[src/rtl/quadrature_decoder.sv]
// Quadrature A/B decoder with a loadable wrap-around position counter.
// Optional glitch filter on the synchronized phases: define QDEC_FILTER_EN.
module quadrature_decoder #(
  parameter int LENGTH     = 16,
  parameter int FILTER_LEN = 3
) (
  input  logic              i_Clk,
  input  logic              i_Reset,
  input  logic              i_A,
  input  logic              i_B,
  input  logic              i_Load_Signal,
  input  logic [LENGTH-1:0] i_Load_Data,
  input  logic              i_Clear_Error,
  output logic [LENGTH-1:0] o_Position,
  output logic              o_Step,
  output logic              o_Direction,
  output logic              o_Error
);

  if (FILTER_LEN < 2 || FILTER_LEN > 15) begin : g_filter_len_check
    $error("FILTER_LEN must be in 2..15");
  end

  // Phase pairs are packed {A, B}.
  logic [1:0] meta_reg;
  logic [1:0] sync_reg;
  logic [1:0] warm_reg;
  logic       sync_ready;
  logic [1:0] ab;
  logic       ab_ready;

  // warm_reg keeps the decoder idle until the synchronizer holds real pin samples,
  // so levels present at reset release are captured as the initial state.
  always_ff @(posedge i_Clk) begin
    if (i_Reset) begin
      meta_reg <= 2'b00;
      sync_reg <= 2'b00;
      warm_reg <= 2'd0;
    end else begin
      meta_reg <= {i_A, i_B};
      sync_reg <= meta_reg;
      if (warm_reg != 2'd2) warm_reg <= warm_reg + 2'd1;
    end
  end

  assign sync_ready = (warm_reg == 2'd2);

`ifdef QDEC_FILTER_EN
  localparam int CW = $clog2(FILTER_LEN + 1);
  logic primed_reg;

  // The first valid synchronized sample seeds the accepted values directly.
  always_ff @(posedge i_Clk) begin
    if (i_Reset) primed_reg <= 1'b0;
    else if (sync_ready) primed_reg <= 1'b1;
  end

  genvar gi;
  for (gi = 0; gi < 2; gi++) begin : g_filt
    logic [CW-1:0] cnt_reg;
    logic          acc_reg;

    always_ff @(posedge i_Clk) begin
      if (i_Reset) begin
        cnt_reg <= '0;
        acc_reg <= 1'b0;
      end else if (!primed_reg) begin
        cnt_reg <= '0;
        if (sync_ready) acc_reg <= sync_reg[gi];
      end else if (sync_reg[gi] == acc_reg) begin
        cnt_reg <= '0;
      end else if (cnt_reg == CW'(FILTER_LEN - 1)) begin
        cnt_reg <= '0;
        acc_reg <= sync_reg[gi];
      end else begin
        cnt_reg <= cnt_reg + CW'(1);
      end
    end

    assign ab[gi] = acc_reg;
  end

  assign ab_ready = primed_reg;
`else
  assign ab       = sync_reg;
  assign ab_ready = sync_ready;
`endif

  // Position of a phase pair along the forward cycle 00,01,11,10.
  function automatic logic [1:0] phase_index(input logic [1:0] v);
    case (v)
      2'b00:   return 2'd0;
      2'b01:   return 2'd1;
      2'b11:   return 2'd2;
      default: return 2'd3;
    endcase
  endfunction

  logic [1:0]        ab_prev_reg;
  logic              init_reg;
  logic [1:0]        delta;
  logic              is_fwd;
  logic              is_rev;
  logic              is_bad;
  logic [LENGTH-1:0] position_reg;
  logic              step_reg;
  logic              direction_reg;
  logic              error_reg;

  assign delta  = phase_index(ab) - phase_index(ab_prev_reg);
  assign is_fwd = ab_ready && init_reg && (delta == 2'd1);
  assign is_rev = ab_ready && init_reg && (delta == 2'd3);
  assign is_bad = ab_ready && init_reg && (delta == 2'd2);

  always_ff @(posedge i_Clk) begin
    if (i_Reset) begin
      ab_prev_reg   <= 2'b00;
      init_reg      <= 1'b0;
      position_reg  <= '0;
      step_reg      <= 1'b0;
      direction_reg <= 1'b0;
      error_reg     <= 1'b0;
    end else begin
      if (ab_ready) begin
        ab_prev_reg <= ab;
        init_reg    <= 1'b1;
      end
      step_reg <= is_fwd || is_rev;
      if (is_fwd || is_rev) direction_reg <= is_fwd;
      if (is_bad) error_reg <= 1'b1;
      else if (i_Clear_Error) error_reg <= 1'b0;
      if (i_Load_Signal) position_reg <= i_Load_Data;
      else if (is_fwd) position_reg <= position_reg + LENGTH'(1);
      else if (is_rev) position_reg <= position_reg - LENGTH'(1);
    end
  end

  assign o_Position  = position_reg;
  assign o_Step      = step_reg;
  assign o_Direction = direction_reg;
  assign o_Error     = error_reg;

endmodule

[config.mk]
export PLATFORM = sky130hd
export DESIGN_NAME = quadrature_decoder
export DESIGN_NICKNAME = d
export VERILOG_FILES = /design/src/rtl/quadrature_decoder.sv
export SDC_FILE = /design/constraint.sdc
export NUM_CORES = 1
export LEC_CHECK = 0
export CAP_MARGIN = 20
export CORE_ASPECT_RATIO = 1.4
export CORE_MARGIN = 2
export CORE_UTILIZATION = 45
export DETAILED_ROUTE_END_ITERATION = 10
export PLACE_DENSITY = 0.72
export SKIP_LAST_GASP = 1
export SYNTH_ARGS = -nofsm -noshare
export SYNTH_HDL_FRONTEND = slang
export SYNTH_SLANG_ARGS = --single-unit
[constraint.sdc]
create_clock -name i_Clk -period 4.08 [get_ports i_Clk]
set_input_delay 1.02 -clock i_Clk [delete_from_list [all_inputs] [get_ports i_Clk]]
set_output_delay 1.02 -clock i_Clk [all_outputs]
set_load 0.01 [all_outputs]
Yosys cells after proc, flatten, opt, wreduce, memory -nomap -nowiden --
Cells that the tools add are included.
Operators by class: add/subtract/negate cells 4, eq/ne operators 9, multiplexer cells 7, reductions and logical operators 9
Operators with widths (number):
- 16-bit two-way mux | 3
- 16-bit by 1-bit adder with 16-bit output, second input constant | 1
- 16-bit by 1-bit subtractor with 16-bit output, second input constant | 1
- 2-bit case mux with 3 select lines | 2
- 2-bit == test, second input constant | 5
- 2-bit by 1-bit == test with 1-bit output, second input constant | 3
- 1-bit logical AND | 4
- 2-bit zero test | 2
- 3-bit nonzero test | 1
- 2-bit by 1-bit adder with 2-bit output, second input constant | 1
- 1-bit two-way mux | 2
- 2-bit inequality test, second input constant | 1
- 2-bit nonzero test | 1
- 2-bit subtractor | 1
- 1-bit logical OR | 1
Storage, ports and cells: register bits 28, input bits 22, output and inout port bits 19, word-level logic and storage cells 38

Logic depth before layout (Yosys ltp) --
depth in word-level cells 8, gate-level depth with buffers 16, gate-level depth less buffers 15

Worst setup path before layout --
No wires, ideal clock.
kind flip-flop to flip-flop, from reg sync_reg[0], in the netlist ab[0], to reg position_reg[10], in the netlist o_Position[10], data arrival time 3631 ps, setup slack 382 ps, cell stages (with the launch flop) 15, clock period less this slack 3698 ps, cell sequence dfxtp_1 inv_1 ha_1 ha_1 or2_2 clkbuf_1 or2_2 ha_1 and2b_2 o211ai_4 a31oi_4 o221ai_2 mux2_4 a211o_1 a21oi_2
Between the ends: longest elaborated chain between the ends 7, elaborated cells on any way between the ends 12, those cells by class add/sub (1); eq/ne (4); mux (3); reduce/logical (4)
RTL lines:
- start, declared | line 26 | logic [1:0] sync_reg;
- start signal, assigned | line 41 | sync_reg <= meta_reg;
- 2-bit == test (tied with other cells) | line 91 | case (v)
- 2-bit case mux with 3 select lines * | line 91
- 2-bit subtractor * | line 110 | assign delta = phase_index(ab) - phase_index(ab_prev_reg);
- 2-bit by 1-bit == test with 1-bit output | line 111 | assign is_fwd = ab_ready && init_reg && (delta == 2'd1);
- 1-bit logical AND | line 111
- 16-bit two-way mux | line 133 | else if (is_fwd) position_reg <= position_reg + LENGTH'(1);
- 16-bit two-way mux | line 132 | if (i_Load_Signal) position_reg <= i_Load_Data;
- end signal, assigned | line 132
- end signal, assigned | line 133
- end signal, assigned | line 134 | else if (is_rev) position_reg <= position_reg - LENGTH'(1);
- end, declared | line 105 | logic [LENGTH-1:0] position_reg;
Mark *: on every way between the ends. The rest lies on a longest branch, timed or not. A chain may end at the register's enable or synchronous reset.

Final worst setup path --
Ends and elaborated chain as after synthesis.

==> results.sh <==
export IMPL_outcome="complete, no violations"
export IMPL_synth_seq_cells=28
export IMPL_muxShareOfSynthArea=0.0235
export IMPL_max_slew_worst_pin_slew_ns=1.07
export IMPL_max_stage_delay_ns=0.47
export IMPL_crit_path_end_kind="register"
export IMPL_leakagePower_nw=1.00
export IMPL_io_pin_count=41
export IMPL_synthesis_nets=273
export IMPL_drive_above_1_share=0.0752
export IMPL_yosys_area_share_simple=0.144
export IMPL_clock_fmax_mhz=263
export IMPL_chipWidth_um=59.2
export IMPL_num_rows=28
export IMPL_min_period_over_period=0.933
export IMPL_critPathMaxFanout=18
export IMPL_fin_nets=312
export IMPL_synth_compound_area_frac=0.266
export IMPL_irDropWorstVdd_mv=0.200
export IMPL_crit_path_cell_trace="inv_1 -> ha_1 -> ha_1 -> or2_2 -> or2_2 -> ha_1 -> and2b_2 -> o211ai_4 -> a31oi_4 -> o221ai_2 -> mux2_4 -> a211o_1 -> a21oi_2"
export IMPL_grt_ovfl_total=0
export IMPL_cts_resized_gates=0
export IMPL_crit_slowest_cell="or2_2"
export IMPL_grt_max_degree=33
export IMPL_wl_per_cell_um=13.3
export IMPL_skew_ns=0.00852
export IMPL_cp_common_cell="ha_1"
export IMPL_ys_seq_area_frac=0.292
export IMPL_rsz0062_at_grt="no"
export IMPL_cts_sinks=28
export IMPL_drtAntennaViolNets=0
export IMPL_crit_required_ns=4.28
export IMPL_area_growth_synth_to_final_pct=27.5
export IMPL_post_dp_cell_area_mm2=0.00236
export IMPL_wl_mm=4.13
export IMPL_htreeDepth=1
export IMPL_post_synth_fa_ha_maj_area_fraction=0.154
export IMPL_cts_made_buffers=3
export IMPL_final_common_cell="clkdlybuf4s50_1"
export IMPL_clock_latency_ns=0.27
export IMPL_vias=1716
export IMPL_antenna_cells=0
export IMPL_ff_latch_area_um2=561
export IMPL_period_needed_ns=3.81
export IMPL_grt_pass1_vias=1637
export IMPL_syn_inst=228
export IMPL_hp_class="reg -> reg"
export IMPL_place_congestion=0.871
export IMPL_initial_core_util=0.460
export IMPL_clk_pin_slew_worst_paths_ns=0.10
export IMPL_track_usage=0.184
export IMPL_hold_buffers=0
export IMPL_synth_xor_area_frac=0.0685
export IMPL_syn_area_per_cell_um2=8.41
export IMPL_arrival_ns=4.01
export IMPL_drtIter0Drc=42
export IMPL_drt_vias_per_instance=5.52
export IMPL_hpwl_mm=3.12
export IMPL_crit_buf_inv=1
export IMPL_post_cts_buffers=0
export IMPL_core_mm2=0.00417
export IMPL_synth_top_family_by_area="compound AO/OA/AOI/OAI gates"
export IMPL_finalMaxSlewViolations=0
export IMPL_antenna_found_initial=0
export IMPL_ys_warnings_count=0
export IMPL_worstSetupPathType="reg -> reg"
export IMPL_final_cell_mix="clkdlybuf4s50_1 (40), nor2_1 (29), dfxtp_1 (28)"
export IMPL_maxCapViolations=0
export IMPL_yosys_top_cells_area="dfxtp_1 (29%), ha_1 (14%), a21oi_1 (7.0%), nor2_1 (5.7%), xnor2_1 (5.0%)"
export IMPL_fillCellCount=404
export IMPL_powerDensity_mw_per_mm2=339
export IMPL_synth_area_leader_cell="dfxtp_1"
export IMPL_final_area_mm2=0.00244
export IMPL_setup_tns_ns=0
export IMPL_io_buffers=40
export IMPL_largest_reg_flops=16
export IMPL_ctsLongestPathBuffers=2
export IMPL_root_buffer="clkbuf_8"
export IMPL_cp_start_kind="register"
export IMPL_final_hold_viol_count=0
export IMPL_synth_top_area_share=0.292
export IMPL_die_h_um=81.2
export IMPL_setup_viol=0
export IMPL_die_area_mm2=0.00481
export IMPL_dr_pass1_iters=6
export IMPL_slew_headroom=0.288
export IMPL_syn_area_mm2=0.00192
export IMPL_grt_pass1_wl_mm=6.96
export IMPL_ys_types=43
export IMPL_cts_tree="done"
export IMPL_multi_input_area_mm2=0.00126
export IMPL_cp_top_family="simple AND/OR/NAND/NOR gates"
export IMPL_drc=0
worst paths after layout:
kind / startpoint / end / slack, ns / cells after the start
max: ab[0] / o_Position[10] / 0.27 / 13
min: meta_reg[0] / ab[0] / 0.45 / 1
max reg2reg: ab[0] / o_Position[10] / 0.27 / 13
min reg2reg: meta_reg[0] / ab[0] / 0.45 / 1
metrics by stage:
stage	setup slack, ns	utilization	instances	hold slack (ns)	power (W)
6_report	0.272	0.586	311	0.449	0.000828
5_1_grt	0.0757	0.586	311	0.473	0.000888
4_1_cts	0.244	0.583	310	0.454	0.000838
3_5_place_dp	0.282	0.565	306	0.431	0.000616
3_3_place_gp	0.335	0.565	306	0.420	0.000610
2_1_floorplan	0.382	-	228	0.414	0.000531
cells by family after synthesis:
group,count (synthesis)
AOI/OAI and AO/OA,71
and+or+nand+nor,61
DFF,28
buffers and inverters,26
adders and majority gates,23
xor gates and xnor gates,15
muxes,4
power breakdown:
| part | internal (W) | switching [W] | total, W |
|---|---|---|---|
| logic | 0.000149 | 0.000141 | 0.000290 |
| clock network | 0.000131 | 0.0000868 | 0.000218 |
| registers | 0.000300 | 0.0000199 | 0.000320 |
| total | 0.000580 | 0.000248 | 0.000828 |
routing by layer:
layer | up-vias | wire (um) | GRT usage
met1 | 799 | 1810 | 0.220
met2 | 33 | 2170 | 0.334
met3 | 6 | 100 | 0.0207
met4 | 0 | 55 | 0.0591
li1 | 878 | - | -
met5 | - | 0 | 0
final cells by class:
cell class,instances,share of cell area
Clock buffer,3,0.0169
Timing Repair Buffer,44,0.179
Tap cell,45,0.0230
Inverter,16,0.0246
Clock inverter,1,0.0123
Sequential cell,28,0.229
Multi-Input combinational cell,174,0.515
synth_stat cells:
library cell / number
inv_1: 16
nor2_1: 29
o21bai_1: 2
a31oi_1: 1
nor3_1: 2
nand3_1: 3
nand2_1: 13
and2b_2: 1
buf_2: 1
xor2_1: 4
a31oi_4: 1
ha_1: 22
nor2b_1: 5
o31a_1: 1
dfxtp_1: 28
mux2_4: 1
a21oi_1: 27
a21oi_2: 2
o31ai_2: 1
a21boi_1: 1
xnor2_1: 11
o221ai_2: 1
and3_1: 1
fa_1: 1
or3_1: 1
a211o_1: 2
or2_2: 2
o211a_1: 1
clkbuf_1: 9
o211ai_2: 1
nor3b_1: 1
a21bo_2: 1
o211ai_1: 1
nand4_1: 1
and4_1: 1
a21o_1: 3
a211oi_1: 7
o211ai_4: 1
a221oi_1: 5
o21a_1: 5
mux2i_1: 3
o21ai_0: 7
nand2b_1: 1
(Power assumes the default switching activity.)
